File: config.mk
export PLATFORM = sky130hd
export DESIGN_NAME = rx_eth
export DESIGN_NICKNAME = d
export VERILOG_FILES = /design/src/rtl/rx_eth_pkg.sv /design/src/rtl/rx_crc32_d8.sv /design/src/rtl/rx_eth.sv
export SDC_FILE = /design/constraint.sdc
export NUM_CORES = 1
export LEC_CHECK = 0
export CORE_ASPECT_RATIO = 1.25
export CORE_MARGIN = 3
export CORE_UTILIZATION = 57
export CTS_BUF_LIST = sky130_fd_sc_hd__clkbuf_4
export CTS_CLUSTER_DIAMETER = 120
export DETAILED_ROUTE_END_ITERATION = 12
export GPL_ROUTABILITY_DRIVEN = 0
export PLACE_DENSITY = 0.83
export SYNTH_ARGS = -nofsm -noshare
export SYNTH_HDL_FRONTEND = slang
export SYNTH_HIERARCHICAL = 1
export SYNTH_SLANG_ARGS = --single-unit
File: constraint.sdc
create_clock -name clk -period 2.4 [get_ports clk]
set_input_delay 0.72 -clock clk [delete_from_list [all_inputs] [get_ports clk]]
set_output_delay 0.72 -clock clk [all_outputs]
set_load 0.05 [all_outputs]
File: src/rtl/rx_eth_pkg.sv
`default_nettype none
// ============================================================================
// Module      : rx_eth_pkg
// Description : Shared types and constants for the rx_eth MII receive path.
//               Holds the frame-parser state encoding, nibble markers, frame
//               length limits, the broadcast address and the CRC-32 constants.
// Revision    : 1.0 - initial release
// ============================================================================
package rx_eth_pkg;

    typedef enum logic [2:0] {
        IDLE     = 3'd0,
        PREAMBLE = 3'd1,
        HEADER   = 3'd2,
        PAYLOAD  = 3'd3,
        DROP     = 3'd4
    } state_t;

    localparam logic [3:0]  NIB_PRE     = 4'h5;
    localparam logic [3:0]  NIB_SFD     = 4'hD;

    localparam int          HDR_LEN     = 14;
    localparam int          FCS_LEN     = 4;
    localparam int          MIN_FRAME   = 64;

    localparam logic [47:0] BCAST_MAC   = 48'hFFFF_FFFF_FFFF;

    // Reflected CRC-32; the residue is the raw register value left after the
    // FCS itself has been shifted through.
    localparam logic [31:0] CRC_POLY    = 32'hEDB8_8320;
    localparam logic [31:0] CRC_INIT    = 32'hFFFF_FFFF;
    localparam logic [31:0] CRC_RESIDUE = 32'hDEBB_20E3;

endpackage
`default_nettype wire

File: src/rtl/rx_crc32_d8.sv
`default_nettype none
// ============================================================================
// Module      : rx_crc32_d8
// Description : Combinational next-state of a reflected CRC-32 for one byte,
//               data consumed LSB first.
// Ports       : crc_in  [31:0] current CRC register
//               data    [7:0]  byte to fold in
//               crc_out [31:0] CRC register after the byte
// Revision    : 1.0 - initial release
// ============================================================================
module rx_crc32_d8
    import rx_eth_pkg::*;
(
    input  logic [31:0] crc_in,
    input  logic [7:0]  data,
    output logic [31:0] crc_out
);

    logic [31:0] w_crc;

    always_comb begin
        w_crc = crc_in;
        for (int i = 0; i < 8; i++) begin
            if (w_crc[0] ^ data[i]) begin
                w_crc = (w_crc >> 1) ^ CRC_POLY;
            end else begin
                w_crc = w_crc >> 1;
            end
        end
        crc_out = w_crc;
    end

endmodule
`default_nettype wire

File: src/rtl/rx_eth.sv
`default_nettype none
// ============================================================================
// Module      : rx_eth
// Description : Ethernet MII receive front end. Locates preamble/SFD, pairs
//               nibbles into bytes, parses the 14-byte MAC header, optionally
//               filters on destination MAC and streams the payload (FCS
//               stripped) as a byte AXI-Stream without backpressure.
//               Build option: define RX_ETH_CRC_CHECK_EN to check the FCS.
// Ports       : clk, rst (sync, active high)
//               rxd[3:0], rx_dv, rx_er          - PHY MII receive side
//               m_axis_tdata/tvalid/tlast/tuser - payload stream
//               dst_mac, src_mac, eth_type      - last accepted header
//               hdr_valid                       - header accepted pulse
//               frame_cnt, err_cnt              - wrapping frame counters
// Revision    : 1.0 - initial release
// ============================================================================
module rx_eth
    import rx_eth_pkg::*;
#(
    parameter logic [47:0] LOCAL_MAC = 48'h00_0A_35_01_02_03,
    parameter bit          FILTER_EN = 1'b1,
    parameter int          PRE_MIN   = 7
)(
    input  logic        clk,
    input  logic        rst,
    input  logic [3:0]  rxd,
    input  logic        rx_dv,
    input  logic        rx_er,
    output logic [7:0]  m_axis_tdata,
    output logic        m_axis_tvalid,
    output logic        m_axis_tlast,
    output logic        m_axis_tuser,
    output logic [47:0] dst_mac,
    output logic [47:0] src_mac,
    output logic [15:0] eth_type,
    output logic        hdr_valid,
    output logic [15:0] frame_cnt,
    output logic [15:0] err_cnt
);

    state_t          r_state;
    logic [4:0]      r_pre_cnt;
    logic            r_phase;       // 1 = low nibble of current byte held
    logic [3:0]      r_low_nib;
    logic [3:0]      r_hdr_idx;
    logic [6:0]      r_byte_cnt;    // saturating, only compared to MIN_FRAME
    logic            r_err;
    logic [47:0]     r_dst_sh;
    logic [47:0]     r_src_sh;
    logic [7:0]      r_type_hi;
    logic [3:0][7:0] r_line;        // [0] newest, [3] oldest
    logic [2:0]      r_line_cnt;
    logic [7:0]      r_pend;
    logic            r_pend_vld;

    logic [7:0]      w_byte;
    logic            w_dst_ok;
    logic            w_crc_bad;
    logic            w_end_err;

    assign w_byte   = {rxd, r_low_nib};
    assign w_dst_ok = !FILTER_EN || (r_dst_sh == LOCAL_MAC) || (r_dst_sh == BCAST_MAC);

`ifdef RX_ETH_CRC_CHECK_EN
    logic [31:0] r_crc;
    logic [31:0] w_crc_next;

    rx_crc32_d8 u_crc (
        .crc_in  (r_crc),
        .data    (w_byte),
        .crc_out (w_crc_next)
    );

    // Restarted throughout the preamble so it is fresh at the first dst byte.
    always_ff @(posedge clk) begin
        if (rst) begin
            r_crc <= CRC_INIT;
        end else if (r_state == PREAMBLE) begin
            r_crc <= CRC_INIT;
        end else if ((r_state == HEADER || r_state == PAYLOAD) && rx_dv && r_phase) begin
            r_crc <= w_crc_next;
        end
    end

    assign w_crc_bad = (r_crc != CRC_RESIDUE);
`else
    assign w_crc_bad = 1'b0;
`endif

    // Frame verdict at rx_dv fall: sticky errors, dribble nibble, runt, CRC.
    assign w_end_err = r_err | r_phase | (r_byte_cnt < 7'(MIN_FRAME)) | w_crc_bad;

    always_ff @(posedge clk) begin
        if (rst) begin
            r_state       <= IDLE;
            r_pre_cnt     <= '0;
            r_phase       <= 1'b0;
            r_low_nib     <= '0;
            r_hdr_idx     <= '0;
            r_byte_cnt    <= '0;
            r_err         <= 1'b0;
            r_dst_sh      <= '0;
            r_src_sh      <= '0;
            r_type_hi     <= '0;
            r_line        <= '0;
            r_line_cnt    <= '0;
            r_pend        <= '0;
            r_pend_vld    <= 1'b0;
            m_axis_tdata  <= '0;
            m_axis_tvalid <= 1'b0;
            m_axis_tlast  <= 1'b0;
            m_axis_tuser  <= 1'b0;
            dst_mac       <= '0;
            src_mac       <= '0;
            eth_type      <= '0;
            hdr_valid     <= 1'b0;
            frame_cnt     <= '0;
            err_cnt       <= '0;
        end else begin
            m_axis_tvalid <= 1'b0;
            m_axis_tlast  <= 1'b0;
            m_axis_tuser  <= 1'b0;
            hdr_valid     <= 1'b0;

            case (r_state)
                IDLE: begin
                    if (rx_dv) begin
                        if (rxd == NIB_PRE) begin
                            r_state   <= PREAMBLE;
                            r_pre_cnt <= 5'd1;
                        end else begin
                            r_state <= DROP;
                        end
                    end
                end

                PREAMBLE: begin
                    if (!rx_dv) begin
                        r_state <= IDLE;
                    end else if (rxd == NIB_PRE) begin
                        if (r_pre_cnt != 5'h1F) begin
                            r_pre_cnt <= r_pre_cnt + 5'd1;
                        end
                    end else if (rxd == NIB_SFD && r_pre_cnt >= 5'(PRE_MIN)) begin
                        r_state    <= HEADER;
                        r_phase    <= 1'b0;
                        r_hdr_idx  <= '0;
                        r_byte_cnt <= '0;
                        r_err      <= 1'b0;
                        r_line_cnt <= '0;
                        r_pend_vld <= 1'b0;
                    end else begin
                        r_state <= DROP;
                    end
                end

                HEADER: begin
                    if (!rx_dv) begin
                        r_state <= IDLE;
                        err_cnt <= err_cnt + 16'd1;
                    end else begin
                        if (rx_er) begin
                            r_err <= 1'b1;
                        end
                        r_phase <= ~r_phase;
                        if (!r_phase) begin
                            r_low_nib <= rxd;
                        end else begin
                            if (r_byte_cnt != 7'h7F) begin
                                r_byte_cnt <= r_byte_cnt + 7'd1;
                            end
                            r_hdr_idx <= r_hdr_idx + 4'd1;
                            if (r_hdr_idx < 4'd6) begin
                                r_dst_sh <= {r_dst_sh[39:0], w_byte};
                            end else if (r_hdr_idx < 4'd12) begin
                                r_src_sh <= {r_src_sh[39:0], w_byte};
                            end else if (r_hdr_idx == 4'd12) begin
                                r_type_hi <= w_byte;
                            end
                            // Last header byte: the shadow copies become visible
                            // only if the frame survives the filter.
                            if (r_hdr_idx == 4'(HDR_LEN - 1)) begin
                                if (w_dst_ok) begin
                                    r_state   <= PAYLOAD;
                                    hdr_valid <= 1'b1;
                                    dst_mac   <= r_dst_sh;
                                    src_mac   <= r_src_sh;
                                    eth_type  <= {r_type_hi, w_byte};
                                end else begin
                                    r_state <= DROP;
                                end
                            end
                        end
                    end
                end

                PAYLOAD: begin
                    if (!rx_dv) begin
                        r_state    <= IDLE;
                        r_pend_vld <= 1'b0;
                        if (r_pend_vld) begin
                            m_axis_tvalid <= 1'b1;
                            m_axis_tdata  <= r_pend;
                            m_axis_tlast  <= 1'b1;
                            m_axis_tuser  <= w_end_err;
                            if (w_end_err) begin
                                err_cnt <= err_cnt + 16'd1;
                            end else begin
                                frame_cnt <= frame_cnt + 16'd1;
                            end
                        end else begin
                            err_cnt <= err_cnt + 16'd1;
                        end
                    end else begin
                        if (rx_er) begin
                            r_err <= 1'b1;
                        end
                        r_phase <= ~r_phase;
                        if (!r_phase) begin
                            // A new byte is starting, so the pending byte cannot
                            // be the last one: release it now.
                            r_low_nib <= rxd;
                            if (r_line_cnt == 3'(FCS_LEN) && r_pend_vld) begin
                                m_axis_tvalid <= 1'b1;
                                m_axis_tdata  <= r_pend;
                                r_pend_vld    <= 1'b0;
                            end
                        end else begin
                            if (r_byte_cnt != 7'h7F) begin
                                r_byte_cnt <= r_byte_cnt + 7'd1;
                            end
                            r_line <= {r_line[2:0], w_byte};
                            if (r_line_cnt == 3'(FCS_LEN)) begin
                                r_pend     <= r_line[3];
                                r_pend_vld <= 1'b1;
                            end else begin
                                r_line_cnt <= r_line_cnt + 3'd1;
                            end
                        end
                    end
                end

                DROP: begin
                    if (!rx_dv) begin
                        r_state <= IDLE;
                    end
                end

                default: r_state <= IDLE;
            endcase
        end
    end

endmodule
`default_nettype wire

==> reports/qor_table.md, run 1 <==
| Parameter | Reported | Unit |
|:---|:---|:---|
| Row Count | 60 | - |
| Synth Cell Area | 12700 | sq um |
| Number of instances in the synthesized netlist | 1483 | - |
| Total half-perimeter wirelength after legalization and detailed placement | 18900 | um |
| Number of buffers inserted during clock tree synthesis | 79 | - |
| Slew Viols, Final | 0 | - |
| Final Hold Viols | 0 | - |
| Endpoint kind of the worst setup timing path | output pin | - |
| Grt ovf | 0 | - |
| Lkg Pwr | 6.14 | nW |
| Slowest stage cell, crit path | clkdlybuf4s15_1 | - |
| Worst hold path class | input pin to flop | - |
| Final clock skew | 0.0436 | ns |
| Post-route cell area | 15600 | sq um |
| Count of nets left with antenna violations after detail routing | 0 | - |
| Setup bufs post-CTS | 0 | - |
| Cell-by-cell listing of the critical path | clkdlybuf4s15_1 | - |
| Final critical-path required period | 2.35 | ns |
| Launching element of the worst setup path | err_cnt[2] | - |
| I/O pin count | 164 | - |
| GRT Overall Usage | 23.0 | % |
| Total Wirelength | 28500 | um |
| Count of unique library cells instantiated by Yosys | 57 | - |
| Highest net fanout along the worst path | 5 | - |
| Number of DRC markers after the initial detailed-route iteration | 683 | - |
| Final sum of negative setup slack | 0 | ns |
| Layout-stage area growth over the synthesis result | 22.9 | % |
| Cell depth of the worst flop-to-flop path | 6 | - |
| CTS root buf | clkbuf_4 | - |
| CP required | 1.68 | ns |
| Share of the clock period used by the worst path | 97.8 | % |
| Number of H-tree branching levels | 3 | - |
| Die area | 24100 | sq um |
| Hold bufs inserted after CTS | 0 | - |
| Total buffers and inverters traversed by the critical path | 1 | - |
| Failing checks | DRC | - |
| Gate family responsible for the most delay along the worst path | buffers and inverters | - |
| Post-Syn Area per Cell | 8.54 | sq um |
| Result of the run | finished with violations | - |
| Per-cell routed wire length | 14.1 | um |
| R2r startpoint | r_dst_sh[25] | - |
| Cell count along the critical path | 1 | - |
| Number of nets produced by synthesis | 1500 | - |
| Worst endpoint data arrival time | 1.63 | ns |
| Power Dens Cells | 635 | nW/um^2 |
| Worst slew margin relative to its limit | 49.9 | % |
| Count of instances resized after the clock tree is built | 164 | - |
| Vias in the first global route | 10325 | - |
| Category of the critical setup timing path | flop to output pin | - |
| Post-synth EDFFs | 0 | - |
| Die Span X | 139 | um |
| Die height | 173 | um |
| Pin slew with the least headroom to its limit | 0.752 | ns |
| Core region area | 21700 | sq um |
| Clock net sink count | 329 | - |
| VDD IR-drop max | 0.382 | mV |
| Most instantiated flip-flop cell in the synthesis netlist | dfxtp_1 | - |
| Placement Cell Area | 14800 | sq um |
| TritonCTS clock tree | yes | - |
| Setup violators final | 0 | - |
| Multi-input gate area in the final layout | 5510 | sq um |
| Post-layout utilization of the core | 71.7 | % |
| Largest net degree at the start of global routing | 155 | - |
| Unrepaired setup endpoints after global routing | no | - |
| Initial DRT Pass Iterations | 9 | - |
| IO buf count | 163 | - |
| Number of synthesized register bits | 329 | - |
| Maximum buffer depth of the clock tree | 3 | - |
| Longest individual stage delay on the worst path | 0.53 | ns |
| Number of warnings reported in the yosys synthesis log | 6 | - |
| Number of fill cells in the layout | 1631 | - |
| Register-to-register setup slack | 0.16 | ns |
| Fraction of layout cells with a size suffix above 1 | 12.0 | % |
| Register area share after synthesis | 52.0 | % |
| Post-detailed-route via-to-cell ratio | 5.37 | - |
| Total area of sequential cells | 6590 | sq um |
| Kind of launch point of the worst setup path | flop | - |
| Fraction of synthesis flops using an asynchronous set or reset pin | 0 | % |
| Wire length of the first global-routing pass | 47700 | um |
| Max-cap check violation count | 0 | - |
| Insertion delay of the later-clocked pin in the worst-skew pair | 0.69 | ns |
| Fmax | 426 | MHz |
| Clock-pin slew on the worst setup and hold paths | 0.06 | ns |
| Effective utilization at floorplan | 58.4 | % |
| Via count | 10894 | - |
| Net count reported at finish | 1710 | - |
| Residual DRC | 1 | - |
| Capture point of the worst reg-to-reg path | eth_type[11] | - |
| Initial antenna violation count | 1 | - |
| Worst Setup EP | err_cnt[2] | - |
[per-stage QoR]
stage | setup WS, ns | instances | hold slack, ns | power, mW
after detailed placement | -0.307 | 1891 | 0.446 | 5.79
after global routing | 0.00227 | 2028 | 0.228 | 10.3
final | 0.0540 | 2028 | 0.260 | 9.88
after global placement | -0.198 | 1891 | 0.438 | 5.79
after floorplan | 0.212 | 1483 | 0.432 | 5.70
after CTS | 0.00209 | 2027 | 0.218 | 10.0
[synthesized netlist by cell type, drive strengths merged (7+ instances only)]
master / instances / area [sq um]
nand2: 461 / 1730
dfxtp: 329 / 6590
a21oi: 165 / 830
mux2i: 88 / 881
clkbuf: 84 / 320
nor2: 65 / 244
o21ai: 51 / 255
nand4: 26 / 163
buf: 21 / 218
xor2: 18 / 158
nand3: 16 / 80.1
nor4: 15 / 124
inv: 12 / 45.0
o21a: 12 / 97.6
and2: 11 / 68.8
and3: 11 / 68.8
nor3: 11 / 65.1
xnor2: 11 / 96.3
or3: 10 / 62.6
ha: 9 / 113
or4: 7 / 56.3
[cells in the final DEF, fill, tap and decap left out, types with 3 or more instances in the layout]
| cell | instances |
|---|---|
| nand2b_1 | 6 |
| nand3_1 | 16 |
| mux2i_1 | 88 |
| or4_1 | 6 |
| nand2_1 | 461 |
| inv_1 | 11 |
| clkinv_1 | 21 |
| and2_1 | 11 |
| xnor2_1 | 11 |
| clkbuf_2 | 6 |
| o21ai_0 | 51 |
| or3_1 | 10 |
| o31ai_1 | 5 |
| nor2b_1 | 4 |
| nor4_1 | 13 |
| o21a_1 | 11 |
| clkdlybuf4s50_1 | 6 |
| xor2_1 | 18 |
| a21oi_1 | 164 |
| dfxtp_1 | 329 |
| buf_12 | 13 |
| a31oi_1 | 3 |
| clkbuf_4 | 112 |
| nand4_1 | 26 |
| dlygate4sd2_1 | 136 |
| nor2_1 | 64 |
| and4_1 | 3 |
| ha_1 | 9 |
| buf_4 | 58 |
| clkdlybuf4s15_1 | 12 |
| and3_1 | 11 |
| nor3_1 | 9 |
[flip-flops by register name (all words and copies together) (netlist names), 5 cells and up]
name and cells:
r_pend 8, m_axis_tdata 8, r_byte_cnt 7, r_dst_sh 48, frame_cnt 16, r_line 32
r_src_sh 48, eth_type 16, r_pre_cnt 5, err_cnt 16, dst_mac 48, r_type_hi 8
src_mac 48
[final cells by class]
class	count	share of cell area (%)
clock buffers	112	5.40
inverters	12	0.306
flip-flops and latches	329	42.3
multi-input cells	1037	35.4
well taps	279	2.24
clock inverters	24	0.603
repair buffers	234	13.7
diodes	1	0.0161
[power breakdown]
group | switching, mW | leakage [nW] | internal, mW
logic | 0.142 | 2.94 | 0.0599
clock network | 2.07 | 0.557 | 2.15
registers | 0.00402 | 2.65 | 5.46
total | 2.22 | 6.14 | 7.66
[per-layer routing]
layer  share of wire [%]  vias to the layer above  global-route usage, %
li1                    -                     5429                      -
met1                  42                     5103                   27.5
met2                  51                      314                   40.1
met3                 5.4                       48                   4.65
met4                 2.3                        0                   9.54
met5                   0                        -                      0
[kinds of logic after synthesis]
group | share of synthesized area, %
AND/OR/NAND/NOR | 22.6
flip-flops | 52.0
AO/OA/AOI/OAI | 10.9
buffers and inverters | 4.60
multiplexers | 6.96
XOR/XNOR | 2.01
adder cells (fa/ha/maj) | 0.889
[worst min path at each step]
stage                           from            to  slack (ns)  cells after the start
after floorplan                r_err         r_err        0.43                      2
after global routing             rst  frame_cnt[0]        0.23                      2
final                            rst  frame_cnt[6]        0.26                      2
after global placement    r_line[29]     r_pend[5]        0.44                      2
after CTS                        rst  frame_cnt[6]        0.22                      2
after detailed placement  r_line[16]    r_line[24]        0.45                      2
(Power assumes the default switching activity.)
==> inputs of run 2 (changes only) <==
--- a/config.mk
+++ b/config.mk
@@ -8,3 +8,3 @@
 export CORE_ASPECT_RATIO = 1.25
-export CORE_MARGIN = 3
+export CORE_MARGIN = 2
 export CORE_UTILIZATION = 57
--- a/constraint.sdc
+++ b/constraint.sdc
@@ -3,2 +3,2 @@
 set_output_delay 0.72 -clock clk [all_outputs]
-set_load 0.05 [all_outputs]
+set_load 0.005 [all_outputs]
==> run 2 against run 1 <==
The flow still finishes with violations (DRC). Clock-buffer cell count fell by 5. Critical endpoint is now frame_cnt[10]. First-iteration DRC count rose by 8.6%. Sequential power barely moved. Largest power group unchanged. Worst setup slack improved by 0.023 ns.
==> reports/qor_table.md, run 2 (same netlist as run 1, synthesis figures left out) <==
| Parameter | Reported | Unit |
|:---|:---|:---|
| Most used cells in the layout excluding fill and tap cells | nand2_1 (461), dfxtp_1 (319), a21oi_1 (164) | - |
| R2r startpoint | r_pre_cnt[0] | - |
| Count of nets left with antenna violations after detail routing | 0 | - |
| Clock net sink count | 329 | - |
| Die Span X | 137 | um |
| CP required | 1.68 | ns |
| Highest net fanout along the worst path | 3 | - |
| Pin slew with the least headroom to its limit | 0.662 | ns |
| Final Hold Viols | 0 | - |
| Worst hold endpoint | frame_cnt[15] | - |
| Share of total power in combinational logic | 1.9 | % |
| GRT Overall Usage | 24.1 | % |
| Longest individual stage delay on the worst path | 0.54 | ns |
| Via count | 10908 | - |
| Kind of launch point of the worst setup path | flop | - |
| Hold bufs inserted after CTS | 0 | - |
| Setup violators final | 0 | - |
| Worst endpoint data arrival time | 1.60 | ns |
| Worst hold path class | input pin to flop | - |
| Residual DRC | 1 | - |
| WL met1 | 12000 | um |
| Layout-stage area growth over the synthesis result | 23.5 | % |
| Leading cell type in the layout, fill and taps excluded | nand2_1 | - |
| TritonCTS clock tree | yes | - |
| Hold-critical path depth | 2 | - |
| Post-route cell area | 15600 | sq um |
| Placement Cell Area | 14700 | sq um |
| Per-cell routed wire length | 14.3 | um |
| Failing checks | DRC | - |
| Lkg Pwr | 5.37 | nW |
| Fin worst setup slack | 0.0771 | ns |
| CTS root buf | clkbuf_4 | - |
| Fraction of layout cells with a size suffix above 1 | 11.2 | % |
| Cell-by-cell listing of the critical path | clkdlybuf4s50_1 | - |
| DP Worst Slack | -0.303 | ns |
| Final sum of negative setup slack | 0 | ns |
| Category of the critical setup timing path | flop to output pin | - |
| Total design power | 9.88 | mW |
| Final clock skew | 0.0274 | ns |
| Beginning of the worst hold path | rst | - |
| Total buffers and inverters traversed by the critical path | 1 | - |
| Insertion delay of the later-clocked pin in the worst-skew pair | 0.68 | ns |
| VDD IR-drop max | 0.399 | mV |
| Post-detailed-route via-to-cell ratio | 5.43 | - |
| Number of DRC markers after the initial detailed-route iteration | 742 | - |
| Register-to-register setup slack | 0.27 | ns |
| Die area | 23400 | sq um |
| Highest routed layer | met4 | - |
| Core region area | 22100 | sq um |
| Final critical-path required period | 2.32 | ns |
| Max-cap check violation count | 0 | - |
| Number of buffers inserted during clock tree synthesis | 77 | - |
| Clock-pin slew on the worst setup and hold paths | 0.07 | ns |
| Cell depth of the worst flop-to-flop path | 7 | - |
| Share of the clock period used by the worst path | 96.8 | % |
| Die height | 171 | um |
| Clock power frac | 42.8 | % |
| Slowest stage cell, crit path | clkdlybuf4s50_1 | - |
| Power Dens Cells | 632 | nW/um^2 |
| Vias in the first global route | 10087 | - |
| Result of the run | finished with violations | - |
| Unrepaired setup endpoints after global routing | no | - |
| Detailed-routed wire length on met2 | 14500 | um |
| Largest net degree at the start of global routing | 143 | - |
| Total half-perimeter wirelength after legalization and detailed placement | 18700 | um |
| IO buf count | 163 | - |
| Number of H-tree branching levels | 3 | - |
| Grt ovf | 0 | - |
| Total Wirelength | 28700 | um |
| Initial DRT Pass Iterations | 11 | - |
| Share of total power in sequential cells | 55.3 | % |
| Slew Viols, Final | 0 | - |
| Gate family responsible for the most delay along the worst path | buffers and inverters | - |
| Maximum buffer depth of the clock tree | 3 | - |
| Fmax | 430 | MHz |
| Wire length of the first global-routing pass | 46700 | um |
| Row Count | 61 | - |
| Net count reported at finish | 1694 | - |
| I/O pin count | 164 | - |
| Initial antenna violation count | 1 | - |
| Switching power | 2.21 | mW |
| Post-layout utilization of the core | 70.9 | % |
| Endpoint kind of the worst setup timing path | output pin | - |
| P_int | 7.67 | mW |
| Setup bufs post-CTS | 0 | - |
| Met3 Wirelength | 1570 | um |
| Switching share of power | 22.4 | % |
| Effective utilization at floorplan | 57.4 | % |
| Worst slew margin relative to its limit | 55.9 | % |
| Capture point of the worst reg-to-reg path | r_byte_cnt[2] | - |
## run 2: cell types whose count changed in the layout (fill, tap and decap cells not counted)
cell / previous run / this run
dfxtp_1: 329 / 319
bufinv_16: 0 / 1
clkinv_1: 21 / 16
dfxtp_2: 0 / 10
clkbuf_4: 112 / 107
dlygate4sd2_1: 136 / 0
clkdlybuf4s15_1: 12 / 0
clkbuf_2: 6 / 0
clkdlybuf4s50_1: 6 / 162
clkdlybuf4s15_2: 2 / 0
buf_4: 58 / 44
## run 2: final cells by class
cell class | count | area [sq um]
clock inverters | 20 | 105
inverters | 12 | 47.5
multi-input cells | 1037 | 5510
well taps | 283 | 354
clock buffers | 107 | 803
flip-flops and latches | 329 | 6600
repair buffers | 220 | 2220
diodes | 1 | 2.50
fillers | 1685 | 6410
## run 2: worst reg2reg max path, stage by stage (launching register included)
cell and delay [ns]:
dfxtp_1 0.36, ha_1 0.25, a21o_1 0.16, a211o_1 0.41
a31oi_1 0.41, buf_4 0.22, o21ai_0 0.12, a21oi_1 0.15
## run 2: timing repair
action                                  in CTS  in global routing
pin swaps                                    0                  0
resized for setup                            3                  7
endpoints found under the setup margin       3                  7
## run 2: routing by layer
metal / GRT usage (%) / vias up
met4: 8.83 / 0
li1: - / 5387
met1: 29.3 / 5173
met2: 41.4 / 303
met5: 0 / -
met3: 5.51 / 45
## run 2: metrics by stage
stage,hold WS [ns],instances
2_1_floorplan,0.432,1483
3_3_place_gp,0.441,1881
3_5_place_dp,0.442,1881
4_1_cts,0.284,2008
5_1_grt,0.297,2009
6_report,0.330,2009
## run 2: power by group through the flow
stage	combinational, mW	sequential [mW]	clock, mW
final	0.193	5.46	4.22
after floorplan	0.119	5.58	0
after global routing	0.208	5.46	4.63
after CTS	0.191	5.46	4.33
after detailed placement	0.190	5.59	0
after global placement	0.189	5.59	0
## run 2: how the worst max path moves through the flow
stage	startpoint	to	slack [ns]	cells after the start
after global routing	frame_cnt[0]	frame_cnt[0]	0.001	1
after CTS	frame_cnt[4]	frame_cnt[4]	0.004	1
final	frame_cnt[10]	frame_cnt[10]	0.08	1
after global placement	rxd[0]	r_byte_cnt[2]	-0.21	6
after floorplan	rxd[0]	r_err	0.21	8
after detailed placement	rxd[2]	r_state[0]	-0.30	6
==> inputs of run 3 (changes only) <==
Settings changed: PLACE_DENSITY 0.83 to not set, PLACE_DENSITY_LB_ADDON set to 0.08.
==> run 3 against run 2 <==
The flow now finishes without violations. Clock-buffer cell count up 3. Critical path type unchanged. Sequential share of layout area down 0.32 points. First-iteration DRC count down 13%.
==> reports/qor_table.md, run 3 (same netlist as run 1, synthesis figures left out) <==
| Parameter | Reported | Unit |
|:---|:---|:---|
| Initial DRT Pass Iterations | 4 | - |
| Kind of launch point of the worst setup path | flop | - |
| Core region area | 22100 | sq um |
| Setup bufs post-CTS | 0 | - |
| Gate family responsible for the most delay along the worst path | buffers and inverters | - |
| Setup violators final | 0 | - |
| Fmax | 434 | MHz |
| Total buffers and inverters traversed by the critical path | 1 | - |
| Leading cell type in the layout, fill and taps excluded | nand2_1 | - |
| Per-cell routed wire length | 14.1 | um |
| Initial antenna violation count | 1 | - |
| Worst slew margin relative to its limit | 66.5 | % |
| Number of DRC markers after the initial detailed-route iteration | 642 | - |
| Final clock skew | 0.0367 | ns |
| Pin slew with the least headroom to its limit | 0.502 | ns |
| Post-route cell area | 15800 | sq um |
| Die Span X | 137 | um |
| Vias in the first global route | 9988 | - |
| Worst hold-check slack | 0.378 | ns |
| Die area | 23400 | sq um |
| Fraction of layout cells with a size suffix above 1 | 11.8 | % |
| CTS root buf | clkbuf_4 | - |
| Slowest stage cell, crit path | clkdlybuf4s50_1 | - |
| Net count reported at finish | 1706 | - |
| Highest net fanout along the worst path | 4 | - |
| CP required | 1.68 | ns |
| Share of the clock period used by the worst path | 96.0 | % |
| DP Worst Slack | -0.287 | ns |
| I/O pin count | 164 | - |
| Total design power | 10.0 | mW |
| Largest net degree at the start of global routing | 117 | - |
| GRT Overall Usage | 24.4 | % |
| Lkg Pwr | 5.46 | nW |
| Category of the critical setup timing path | flop to output pin | - |
| Layout Cells excl Fill | 2018 | - |
| Worst endpoint data arrival time | 1.58 | ns |
| Longest individual stage delay on the worst path | 0.56 | ns |
| Slew Viols, Final | 0 | - |
| Number of buffers inserted during clock tree synthesis | 81 | - |
| Layout-stage area growth over the synthesis result | 24.5 | % |
| Cell count after placement | 1889 | - |
| Result of the run | completed | - |
| Register-to-register setup slack | 0.22 | ns |
| Power Dens Cells | 636 | nW/um^2 |
| Endpoint kind of the worst setup timing path | output pin | - |
| Number of H-tree branching levels | 3 | - |
| Wire length of the first global-routing pass | 47200 | um |
| Row Count | 61 | - |
| Total half-perimeter wirelength after legalization and detailed placement | 18900 | um |
| Placement Cell Area | 14800 | sq um |
| Effective utilization at floorplan | 57.4 | % |
| VDD IR-drop max | 0.486 | mV |
| Insertion delay of the later-clocked pin in the worst-skew pair | 0.67 | ns |
| Fin worst setup slack | 0.0956 | ns |
| Maximum buffer depth of the clock tree | 3 | - |
| IO buf count | 163 | - |
| Total Wirelength | 28400 | um |
| Residual DRC | 0 | - |
| Final critical-path required period | 2.30 | ns |
| Clock-pin slew on the worst setup and hold paths | 0.06 | ns |
| Final Hold Viols | 0 | - |
| Max-cap check violation count | 0 | - |
| TritonCTS clock tree | yes | - |
| Die height | 171 | um |
| Clock net sink count | 329 | - |
| Via count | 10704 | - |
| Post-detailed-route via-to-cell ratio | 5.30 | - |
| Most used cells in the layout excluding fill and tap cells | nand2_1 (461), dfxtp_1 (320), a21oi_1 (164) | - |
| Count of nets left with antenna violations after detail routing | 0 | - |
| Grt ovf | 0 | - |
| Number of fill cells in the layout | 1822 | - |
| Cell-by-cell listing of the critical path | clkdlybuf4s50_1 | - |
| Worst hold path class | input pin to flop | - |
| Unrepaired setup endpoints after global routing | no | - |
==> run 3: path summary, 6_finish.rpt <==
check	startpoint	to	cells past startpoint
setup reg to reg	r_dst_sh[24]	src_mac[26]	6
hold reg to reg	r_line[16]	r_line[24]	2
hold / removal	rst	frame_cnt[15]	2
setup / recovery	err_cnt[0]	err_cnt[0]	1
==> run 3: where the power goes <==
| group | switching (mW) | internal, mW |
|---|---|---|
| combinational | 0.139 | 0.0532 |
| sequential | 0.00431 | 5.46 |
| clock | 2.05 | 2.31 |
==> run 3: timing repair <==
item,4_1_cts,5_1_grt
resized for setup,0,10
setup endpoints to repair,0,10
hold buffers,0,0
==> run 3: stage by stage <==
stage | utilization [%] | TNS, ns
6_report | 71.5 | 0
5_1_grt | 71.5 | 0
4_1_cts | 71.4 | 0
3_5_place_dp | 67.1 | -25.21
3_3_place_gp | 67.1 | -17.49
2_1_floorplan | - | 0
==> run 3: area by class of cell <==
cell class	instances	area, sq um	area share [%]
Tap cell	283	354	2.25
Multi-Input combinational cell	1037	5510	34.9
Inverter	12	47.5	0.302
Clock inverter	18	126	0.802
Clock buffer	110	826	5.24
Sequential cell	329	6600	41.9
Timing Repair Buffer	228	2300	14.6
Antenna cell	1	2.50	0.0159
==> run 3: per-layer routing <==
metal  vias to the layer above  track usage [%]  routed length, um
li1                       5422                -                  -
met1                      5014             29.1              12000
met2                       225             43.5              14600
met3                        43             5.36               1300
met4                         0             7.66                520
met5                         -                0                  0
==> patch, RTL diff (flow settings as in run 2) <==
Put one more register stage on the output `err_cnt`. The value now appears one clock later. The other outputs are not delayed to match.
--- a/src/rtl/rx_eth.sv
+++ b/src/rtl/rx_eth.sv
@@ -40,2 +40,4 @@
 
+    logic [15:0] err_cnt_s0;
+
     state_t          r_state;
@@ -117,3 +119,3 @@
             frame_cnt     <= '0;
-            err_cnt       <= '0;
+            err_cnt_s0    <= '0;
         end else begin
@@ -159,3 +161,3 @@
                         r_state <= IDLE;
-                        err_cnt <= err_cnt + 16'd1;
+                        err_cnt_s0 <= err_cnt_s0 + 16'd1;
                     end else begin
@@ -206,3 +208,3 @@
                             if (w_end_err) begin
-                                err_cnt <= err_cnt + 16'd1;
+                                err_cnt_s0 <= err_cnt_s0 + 16'd1;
                             end else begin
@@ -211,3 +213,3 @@
                         end else begin
-                            err_cnt <= err_cnt + 16'd1;
+                            err_cnt_s0 <= err_cnt_s0 + 16'd1;
                         end
@@ -253,2 +255,6 @@
 
+    always_ff @(posedge clk) begin
+        err_cnt <= err_cnt_s0;
+    end
+
 endmodule
Check against the original RTL: not settled (the Yosys comparison gave no result); the edit may change what the design does.
==> patch against run 2 <==
Critical path type is now flip-flop to flip-flop; hold slack gained 0.042 ns; cell area rose by 11%; via count is 6.2% higher; sequential cell count rose by 16; critical path depth increased by 7; first-iteration DRC count up 10%; largest cell class unchanged; total power is 6.9% higher; the run ends with negative setup slack left; routed wire length is 14% higher; register-to-register slack got worse by 0.42 ns; worst setup slack lost 0.23 ns; area after synthesis increased by 6.1%; maximum frequency down 9.1%; count of clock-buffer cells in the layout is 11 higher.
==> patch: results (changes against run 2) <==
* Outcome: complete, but fails checks (unchanged)
* Violated checks: negative setup slack (was design-rule violations)
* Clk_lat worst skew at 0.71 ns (was 0.68 ns)
* Syn_nets at 1,550 (was 1,500)
* Seq/Total Area, Yosys at 0.514 (was 0.520)
* Setup_tns at -7.91 ns (was 0 ns)
* Post-route setup slack at -0.155 ns (was 0.0771 ns)
* Final count of negative-setup-slack endpoints at 102 (was 0)
* DR iter-0 viols at 816 (was 742)
* Sequential Area at 6950 um^2 (was 6600 um^2)
* Crit path max-delay family: simple AND/OR/NAND/NOR gates (was buffers and inverters)
* Slew HR at 0.687 (was 0.559)
* Final net count at 1,802 (was 1,694)
* Overall power at 10.6 mW (was 9.88 mW)
* Post-synth top cells: dfxtp_1 (345), nand2_1 (304), a21oi_1 (181) (was nand2_1 (461), dfxtp_1 (329), a21oi_1 (164))
* Sw Pwr at 2.38 mW (was 2.21 mW)
* Total wire length at 32.8 mm (was 28.7 mm)
* Drt first pass iters at 7 (was 11)
* Cts bufs inserted at 82 (was 77)
* CP max stage delay at 0.61 ns (was 0.54 ns)
* Hold Path Class: flip-flop to flip-flop (was primary input to flip-flop)
* Worst Skew at 0.0497 ns (was 0.0274 ns)
* WP data arrival at 3.16 ns (was 1.60 ns)
* Vias per cell at 5.43 (about the same)
* Worst Setup SP: r_dst_sh[22]$_SDFFE_PP0P_ (was frame_cnt[10]$_SDFFE_PP0P_)
* Seq pwr share at 0.542 (was 0.553)
* Pin count of the biggest net entering global routing at 97 (was 143)
* Hold Path Origin: err_cnt_s0[15]$_SDFFE_PP0P_ (was rst)
* Number of library cell types mapped by synthesis at 56 (was 57)
* P_leak at 5.97 nW (was 5.37 nW)
* Fillers at 1,596 (was 1,685)
* Peak supply drop at 0.000452 V (was 0.000399 V)
* Top post-synthesis cells by area: dfxtp_1 (51%), nand2_1 (8.5%), nand2b_1 (8.1%) (was dfxtp_1 (52%), nand2_1 (14%), mux2i_1 (7.0%))
* Global-route wire length before repair at 53.2 mm (was 46.7 mm)
* Worst Hold End: err_cnt[15]$_DFF_P_ (was frame_cnt[15]$_SDFFE_PP0P_)
-- patch: kinds of logic after synthesis --
family	synth area share
flip-flops	0.514
buffers and inverters	0.0396
AO/OA/AOI/OAI	0.114
AND/OR/NAND/NOR	0.245
adder cells (fa/ha/maj)	0.00838
multiplexers	0.0611
XOR/XNOR	0.0183
-- patch: routing by layer --
metal / track usage / share of wire
met5: 0 / 0
met4: 0.103 / 0.026
met3: 0.0540 / 0.056
met2: 0.454 / 0.50
met1: 0.306 / 0.41
-- patch: cell type report --
cell class,count,area share
flip-flops and latches,345,0.401
multi-input cells,1061,0.351
inverters,24,0.00520
clock buffers,118,0.0512
well taps,288,0.0208
clock inverters,25,0.00723
diodes,1,0.000145
repair buffers,271,0.163
-- patch: timing repair --
item                                    in CTS  in global routing
cloned                                       5                  4
hold buffers                                 0                  0
resized for setup                           54                 29
endpoints found under the setup margin     108                106
pin swaps                                   11                  5
buffers inserted                            11                  3
